<file path="src/rtl/dmem_arb_pkg.sv">
// rtl/dmem_arb_pkg.sv - shared types and constants for the data memory arbiter
package dmem_arb_pkg;

    typedef enum logic {
        IDLE  = 1'b0,
        BURST = 1'b1
    } arb_state_t;

    localparam int WORD_BYTES = 4;

    typedef enum logic {
        PORT_CPU = 1'b0,
        PORT_DMA = 1'b1
    } port_id_t;

endpackage

</file>
<file path="src/rtl/dmem_rr_pick.sv">
// rtl/dmem_rr_pick.sv - combinational two-way round-robin pick, one-hot grant
import dmem_arb_pkg::*;

module dmem_rr_pick (
    input  logic [1:0] req,
    input  port_id_t   last,
    output logic [1:0] gnt
);

    // On a conflict the port that did not win last time is favoured.
    always_comb begin
        gnt = 2'b00;
        case (req)
            2'b01:   gnt = 2'b01;
            2'b10:   gnt = 2'b10;
            2'b11:   gnt = (last == PORT_DMA) ? 2'b01 : 2'b10;
            default: gnt = 2'b00;
        endcase
    end

endmodule

</file>
<file path="src/rtl/dmem_arbiter.sv">
// rtl/dmem_arbiter.sv - single-port data memory arbiter, CPU port plus DMA burst port
import dmem_arb_pkg::*;

module dmem_arbiter #(
    parameter int DATA_WIDTH = 32,
    parameter int ADDR_WIDTH = 32,
    parameter int LEN_WIDTH  = 4
) (
    input  logic                  clk,
    input  logic                  rst_n,
    input  logic                  p0_req,
    input  logic                  p0_we,
    input  logic [ADDR_WIDTH-1:0] p0_addr,
    input  logic [DATA_WIDTH-1:0] p0_wdata,
    output logic                  p0_gnt,
    output logic                  p0_rvalid,
    output logic [DATA_WIDTH-1:0] p0_rdata,
    input  logic                  p1_req,
    input  logic                  p1_we,
    input  logic [ADDR_WIDTH-1:0] p1_addr,
    input  logic [LEN_WIDTH-1:0]  p1_len,
    input  logic [DATA_WIDTH-1:0] p1_wdata,
    output logic                  p1_gnt,
    output logic                  p1_beat,
    output logic                  p1_rvalid,
    output logic [DATA_WIDTH-1:0] p1_rdata,
    output logic                  p1_done,
    output logic                  mem_read,
    output logic                  mem_write,
    output logic [ADDR_WIDTH-1:0] mem_addr,
    output logic [DATA_WIDTH-1:0] mem_wdata,
    input  logic [DATA_WIDTH-1:0] mem_rdata,
    output logic                  busy
);

    arb_state_t            state;
    port_id_t              rr_last;
    logic [LEN_WIDTH-1:0]  beat_cnt;
    logic [ADDR_WIDTH-1:0] addr_q;
    logic                  we_q;

    logic [1:0]            pick;
    logic                  in_idle;
    logic                  p1_we_cur;
    logic [ADDR_WIDTH-1:0] p1_addr_cur;
    logic                  p1_last_beat;

    dmem_rr_pick u_pick (
        .req  ({p1_req, p0_req}),
        .last (rr_last),
        .gnt  (pick)
    );

    assign in_idle = (state == IDLE);
    assign busy    = (state == BURST);

    // Beat 0 comes straight from the request; later beats from the burst registers.
    always_comb begin
        p0_gnt       = in_idle & pick[0];
        p1_gnt       = in_idle & pick[1];
        p1_beat      = p1_gnt | (state == BURST);
        p1_we_cur    = in_idle ? p1_we : we_q;
        p1_addr_cur  = in_idle ? p1_addr : addr_q;
        p1_last_beat = (p1_gnt && (p1_len == '0)) ||
                       ((state == BURST) && (beat_cnt == LEN_WIDTH'(1)));
        mem_read     = 1'b0;
        mem_write    = 1'b0;
        mem_addr     = '0;
        mem_wdata    = '0;
        if (p0_gnt) begin
            mem_read  = ~p0_we;
            mem_write = p0_we;
            mem_addr  = p0_addr;
            mem_wdata = p0_wdata;
        end else if (p1_beat) begin
            mem_read  = ~p1_we_cur;
            mem_write = p1_we_cur;
            mem_addr  = p1_addr_cur;
            mem_wdata = p1_wdata;
        end
    end

    always_ff @(posedge clk or negedge rst_n) begin
        if (!rst_n) begin
            state    <= IDLE;
            rr_last  <= PORT_DMA;
            beat_cnt <= '0;
            addr_q   <= '0;
            we_q     <= 1'b0;
        end else if (in_idle) begin
            if (p0_gnt) begin
                rr_last <= PORT_CPU;
            end else if (p1_gnt) begin
                rr_last <= PORT_DMA;
                if (p1_len != '0) begin
                    state    <= BURST;
                    beat_cnt <= p1_len;
                    addr_q   <= p1_addr + ADDR_WIDTH'(WORD_BYTES);
                    we_q     <= p1_we;
                end
            end
        end else begin
            beat_cnt <= beat_cnt - LEN_WIDTH'(1);
            addr_q   <= addr_q + ADDR_WIDTH'(WORD_BYTES);
            if (beat_cnt == LEN_WIDTH'(1)) begin
                state   <= IDLE;
                rr_last <= PORT_DMA;
            end
        end
    end

    always_ff @(posedge clk or negedge rst_n) begin
        if (!rst_n) begin
            p0_rvalid <= 1'b0;
            p0_rdata  <= '0;
            p1_rvalid <= 1'b0;
            p1_rdata  <= '0;
            p1_done   <= 1'b0;
        end else begin
            p0_rvalid <= p0_gnt & ~p0_we;
            p1_rvalid <= p1_beat & ~p1_we_cur;
            p1_done   <= p1_last_beat;
            if (p0_gnt && !p0_we) begin
                p0_rdata <= mem_rdata;
            end
            if (p1_beat && !p1_we_cur) begin
                p1_rdata <= mem_rdata;
            end
        end
    end

endmodule

</file>
<file path="config.mk">
export PLATFORM = sky130hd
export DESIGN_NAME = dmem_arbiter
export DESIGN_NICKNAME = d
export VERILOG_FILES = /design/src/rtl/dmem_arb_pkg.sv /design/src/rtl/dmem_rr_pick.sv /design/src/rtl/dmem_arbiter.sv
export SDC_FILE = /design/constraint.sdc
export NUM_CORES = 1
export LEC_CHECK = 0
export ABC_AREA = 1
export CAP_MARGIN = 10
export CORE_MARGIN = 5
export CORE_UTILIZATION = 30
export CTS_BUF_LIST = sky130_fd_sc_hd__clkbuf_2 sky130_fd_sc_hd__clkbuf_4 sky130_fd_sc_hd__clkbuf_8
export DETAILED_ROUTE_END_ITERATION = 10
export HOLD_SLACK_MARGIN = 0.02
export PLACE_DENSITY = 0.66
export SYNTH_ARGS = -nofsm -noshare
export SYNTH_HDL_FRONTEND = slang
export SYNTH_HIERARCHICAL = 1
export SYNTH_SLANG_ARGS = --single-unit
</file>
<file path="constraint.sdc">
create_clock -name clk -period 1.67 [get_ports clk]
set_input_delay 0.334 -clock clk [delete_from_list [all_inputs] [get_ports clk]]
set_output_delay 0.334 -clock clk [all_outputs]
set_load 0.02 [all_outputs]
</file>
### Yosys cells after proc, flatten, opt, wreduce, memory -nomap -nowiden

Cells that the tools add are included.

* bits in registers: 106
* input bits: 170
* output and inout bits: 137
* logic and storage cells: 72

* add/sub/neg operators: 3
* equal/unequal tests: 6
* mux-type cells: 29
* bitwise operators: 9
* reduce and logical (&&, ||, !) cells: 15

Operators with widths (count)
* $mux 32: 9
* $add 32x3->32 const B: 2
* $mux 4: 4
* $mux 1: 14
* $pmux 2 s3: 1
* $and 1x1->1: 4
* $eq 2x2->1 const B: 2
* $eq 4x1->1 const B: 1
* $logic_and 1x1->1: 4
* $logic_not 4->1: 1
* $ne 2x1->1 const B: 2
* $not 1->1: 4
* $reduce_and 4->1: 1
* $reduce_bool 2->1: 2
* $reduce_bool 4->1: 1
* $sub 4x1->4 const B: 1
* $reduce_and 3->1: 1
* $reduce_bool 3->1: 1
* $eq 2x1->1 const B: 1
* $logic_not 1->1: 2
* $mux 2: 1
* $reduce_and 2->1: 1
* $logic_or 1x1->1: 1
* $or 1x1->1: 1

### Depth between registers and ports, before layout

* depth after elaboration: 6
* mapped depth: 14
* mapped depth without buffers: 14

### Hierarchy

Netlist, hierarchy kept.

Modules (own cells, without submodules)
* dmem_arbiter: times used 1, cells an instance 820, area each 6033.3 sq um, sequential area each 2653.8 sq um
* dmem_rr_pick: times used 1, cells an instance 5, area each 21.3 sq um, sequential area each 0.0 sq um

### Least setup slack after synthesis

OpenSTA, ideal clock, no wires.

* path type: register to output
* from: register rr_last
* to: output port mem_addr[23]
* data arrival time: 1.775 ns
* data required time: 1.336 ns
* setup slack: -0.439 ns
* cell stages (with the launch flop): 9
* path buffers: 2
* cell sequence: dfstp_2 -> nand3_1 -> nand2_1 -> inv_1 -> nor2_2 -> buf_2 -> buf_1 -> nand2_1 -> o21ai_0

* elaborated cells on any way between the ends: 7
* classes of those cells: mux: 4; bitwise: 3

RTL lines
* start: declaration: line dmem_arbiter.sv:37 `port_id_t rr_last;`
* start signal: assignment: line dmem_arbiter.sv:86 `rr_last <= PORT_DMA;`
* start signal: assignment: line dmem_arbiter.sv:92 `rr_last <= PORT_CPU;`
* start signal: assignment: line dmem_arbiter.sv:94 `rr_last <= PORT_DMA;`
* $mux 2: line dmem_rr_pick.sv:16 `2'b11: gnt = (last == PORT_DMA) ? 2'b01 : 2'b10;`
* $pmux 2 s3: line dmem_rr_pick.sv:13 `case (req)`
* named net pick[0]: line dmem_arbiter.sv:42 `logic [1:0] pick;`
* $and 1x1->1: line dmem_arbiter.sv:59 `p0_gnt = in_idle & pick[0];`
* named net p0_gnt: line dmem_arbiter.sv:15 `output logic p0_gnt,`
* $mux 32: line dmem_arbiter.sv:70 `if (p0_gnt) begin`
* end: declaration: line dmem_arbiter.sv:30 `output logic [ADDR_WIDTH-1:0] mem_addr,`

The timed path passes the listed nets, and every way through them passes these cells.

### Worst setup path in the final report

* from: register rr_last
* to: output port mem_addr[0]

* elaborated cells on any way between the ends: 7
* classes of those cells: mux: 4; bitwise: 3

RTL lines (line)
* $mux 2: dmem_rr_pick.sv:16
* $pmux 2 s3: dmem_rr_pick.sv:13
* named net pick[0]: dmem_arbiter.sv:42
* $and 1x1->1: dmem_arbiter.sv:59
* $mux 32: dmem_arbiter.sv:70

The timed path passes the listed nets, and every way through them passes these cells.

==> qor.log <==
INFO  timing         fmax=425MHz
INFO  floorplanning  die_height=152µm
INFO  floorplanning  boundary_pins=307
INFO  timing         fin_skew=0.0156ns
INFO  pwr            switching_share=0.445
INFO  synthesis      yosysTopAreaCellShare=0.434
INFO  clock_network  clock_tree_buf_depth=2
INFO  timing         slew_viol_final=0
INFO  timing         final_period_utilization=1.41
INFO  critical_path  critical_path_buf_inv_count=4
INFO  critical_path  criticalPathCategory=reg -> out
INFO  synthesis      yosys_most_used_dff=sky130_fd_sc_hd__dfrtp_1
INFO  pwr            power.sequential.fraction=0.185
INFO  critical_path  cp_launch_type=flop
INFO  synthesis      synth_top_area_cell=sky130_fd_sc_hd__dfrtp_1
INFO  cells_and_area seq_area=2660µm²
INFO  grt            grt_pass1_wl=39,700µm
INFO  floorplanning  die_x=152µm
INFO  grt            antenna_found_initial=1
INFO  critical_path  setup.worst_path.end_class=output pin
INFO  floorplanning  fp.dieArea=23,100µm²
INFO  synthesis      nets_in_the_synthesized_netlist=998
INFO  synthesis      postSynthCellCount=825
INFO  pwr            pwr_dens=1910nW/µm²
INFO  critical_path  path_max_fanout=5
INFO  pwr            share_comb_of_total_power=0.740
INFO  critical_path  worstRegToRegCells=18
INFO  critical_path  critical_path_s_largest_stage_delay=0.56ns
INFO  timing         final.min_clock_period=2.35ns
INFO  synthesis      count_of_flip_flops_with_a_built_in_enable_after_synthesis=0
INFO  critical_path  crit_path_cell_trace=nand3_2, nand2_2, inv_2, nor2_4, buf_6, buf_8, nand2_4, o211ai_1, buf_4
INFO  clock_network  tritoncts.num_buffers=9
INFO  synthesis      yosys_register_bits=106
INFO  timing         final_hold_viol_count=0
INFO  detailed_routing detail_route.wirelength=28,200µm
INFO  critical_path  reg2reg_from=rr_last
INFO  critical_path  critical_path.slowest_cell=sky130_fd_sc_hd__dfstp_2
INFO  clock_network  clk_pin_slew_worst_paths=0.11ns
INFO  detailed_routing postRouteAntennaNets=0
INFO  synthesis      synth_top_cells_by_area=sky130_fd_sc_hd__dfrtp_1 43%, sky130_fd_sc_hd__nand2_1 18%, sky130_fd_sc_hd__o21ai_0 8.1%
INFO  timing         worst_margin_pin_slew=0.483ns
INFO  placement      dp_hpwl=17,700µm
INFO  critical_path  rr_endpoint=p0_rvalid
INFO  grt            global_route.usage.total=0.212
INFO  timing         max-slew-margin-rel=0.678
INFO  synthesis      synthArstFlopShare=1.00
INFO  pwr            clockPowerShare=0.075
INFO  run_status     status=finished, violations left
INFO  run_status     violated_checks=setup timing
INFO  pwr            cellLeakagePower=0.00669µW
INFO  clock_network  ctsHtreeMaxLevel=3
INFO  critical_path  required=1.34ns
INFO  timing         fin_ws=-0.685ns
INFO  floorplanning  fp-row-count=52
INFO  timing         final.setup.tns=-65.81ns
INFO  clock_network  cts-root-buf=sky130_fd_sc_hd__clkbuf_8
INFO  detailed_routing drc=0
INFO  grt            overflow=0
INFO  grt            maximum_number_of_pins_on_one_net_before_global_route_repair=44
INFO  critical_path  critPathArrivalTime=2.02ns
INFO  synthesis      synth_cell_types=33
INFO  pwr            fin_total_pwr=24,800µW
INFO  placement      io_buffer_count=306
INFO  grt            first_global_vias=7,356
INFO  detailed_routing routedWlPerCell=18.1µm
INFO  job            max_cap_violations=0
INFO  synthesis      avgSynthCellArea=7.34µm²
INFO  detailed_routing detail_route.vias_per_cell=4.81
INFO  clock_network  tritoncts_clock_tree=built
INFO  placement      gp_congestion=0.890
INFO  synthesis      synthMostInstantiatedCell=sky130_fd_sc_hd__nand2_1
INFO  synthesis      synth.cells.most_frequent=298 x sky130_fd_sc_hd__nand2_1, 105 x sky130_fd_sc_hd__dfrtp_1, 98 x sky130_fd_sc_hd__o21ai_0
INFO  detailed_routing first_pass_iters=5
INFO  timing         timing.final.setup_violations=168
INFO  min_path       worstHoldPathType=in -> async
INFO  floorplanning  initial_utilization=0.302
INFO  critical_path  rrSetupSlack=-0.60ns
INFO  timing         rsz_0062_raised_after_global_routing=yes
INFO  synthesis      syn-cell-area=6050µm²
INFO  placement      post_place_cell_area=10,700µm²
INFO  critical_path  cpLargestDelayFamily=flip-flops
INFO  detailed_routing routed-via-count=7,508
INFO  detailed_routing detail_route.iter0.violations=327
INFO  synthesis      synth_seq_area_share=0.438
INFO  cells_and_area final_layout_size_suffix_gt1_frac=0.372
INFO  cells_and_area design_area=12,900µm²
INFO  cells_and_area finalNetCount=1,457
INFO  pwr            max-vdd-ir-drop=1.08mV
INFO  synthesis      ys.warnings.count=6
INFO  cells_and_area final.fill_count=1,631
INFO  cells_and_area syn2layout_area_growth=114%
INFO  pwr            switching_power=11,000µW
INFO  floorplanning  design.core.area=20,000µm²
INFO  cells_and_area multi_input_area=3920µm²
INFO  clock_network  clkSinkCount=106
INFO  clock_network  clk-insertion-delay-late=0.38ns
INFO  pwr            internal_power=13,700µW
[sequential cells by signal, indices dropped and copies added, names as in the netlist]
register	cells
busy	1
p1_rvalid	1
p0_rvalid	1
addr_q	32
beat_cnt	4
we_q	1
rr_last	1
p0_rdata	32
p1_done	1
p1_rdata	32
[how the worst max path moves through the flow]
stage	start	to	slack, ns	cells after the start
floorplan	rr_last	mem_addr[10]	-0.11	6
global placement	p1_req	mem_read	-1.11	10
detailed placement	p1_req	mem_addr[17]	-1.16	10
CTS	rr_last	mem_wdata[7]	-0.68	8
global route	rr_last	mem_wdata[12]	-0.79	9
finish	rr_last	mem_addr[0]	-0.68	9
[power groups by stage]
stage | Clock [µW] | Combinational, µW | Sequential (µW)
2_1_floorplan | 0 | 7100 | 5500
3_3_place_gp | 0 | 14200 | 4560
3_5_place_dp | 0 | 14400 | 4600
4_1_cts | 1930 | 15900 | 4530
5_1_grt | 2020 | 19500 | 4720
6_report | 1860 | 18300 | 4570
[area by class of cell]
type / instances / share of cell area
repair buffers: 488 / 0.418
multi-input cells: 587 / 0.303
flip-flops and latches: 106 / 0.205
inverters: 91 / 0.0289
well taps: 270 / 0.0261
clock buffers: 10 / 0.0106
clock inverters: 6 / 0.00726
repair inverters: 1 / 0.000871
diodes: 1 / 0.000194
[worst reg2reg max path, delay by kind of cell, from the launching register on]
family	cells	cell delay, ns
buffers and inverters	14	1.26
flip-flops	1	0.56
AND/OR/NAND/NOR	4	0.42
[repair_timing]
action / in CTS / in global routing
hold buffers: 1 / 0
setup endpoints to repair: 235 / 222
setup buffers: 32 / 29
gates resized for setup: 522 / 210
gates cloned: 12 / 21
endpoints found under the hold margin: 25 / 0
pin swaps: 53 / 55
[metrics by stage]
step | hold slack (ns) | std cells | utilization | setup slack [ns]
finish | 0.425 | 1560 | 0.645 | -0.685
detailed placement | 0.318 | 1459 | 0.535 | -1.16
CTS | 0.420 | 1518 | 0.591 | -0.677
floorplan | 0.0384 | 825 | - | -0.113
global route | 0.461 | 1560 | 0.645 | -0.787
global placement | 0.319 | 1459 | 0.535 | -1.11
[cell usage in the layout (no fill, tap or decap), types with 10 or more instances in the layout]
cell	count
sky130_fd_sc_hd__clkbuf_8	10
sky130_fd_sc_hd__nand3_2	10
sky130_fd_sc_hd__dfrtp_1	104
sky130_fd_sc_hd__o21ai_4	25
sky130_fd_sc_hd__nand3_1	16
sky130_fd_sc_hd__clkbuf_16	13
sky130_fd_sc_hd__inv_1	78
sky130_fd_sc_hd__o21ai_2	21
sky130_fd_sc_hd__nand2_1	253
sky130_fd_sc_hd__clkdlybuf4s50_1	166
sky130_fd_sc_hd__nand2_4	22
sky130_fd_sc_hd__a22o_4	30
sky130_fd_sc_hd__buf_4	116
sky130_fd_sc_hd__buf_12	17
sky130_fd_sc_hd__buf_6	86
sky130_fd_sc_hd__nor2_2	12
sky130_fd_sc_hd__nor2_1	15
sky130_fd_sc_hd__o21ai_1	58
sky130_fd_sc_hd__dlygate4sd2_1	15
sky130_fd_sc_hd__nor2_4	22
sky130_fd_sc_hd__o21ai_0	20
sky130_fd_sc_hd__dlymetal6s2s_1	54
sky130_fd_sc_hd__nand2_2	45
[metal layers]
metal  track usage  share of wire  routed length (µm)  vias to the layer above
met2         0.366           0.51               14400                      286
met4        0.0484          0.024                 677                        0
met3        0.0640          0.074                2080                       51
met1         0.261           0.39               11100                     3605
li1              -              -                   -                     3566
met5             0              0                   0                        -
[logic make-up after synthesis]
family / share of synthesized area
buffers and inverters: 0.0924
AND/OR/NAND/NOR: 0.281
flip-flops: 0.438
AO/OA/AOI/OAI: 0.167
XOR/XNOR: 0.0130
adder cells (fa/ha/maj): 0.00620
multiplexers: 0.00165
Power figures use the tool's default switching activity.
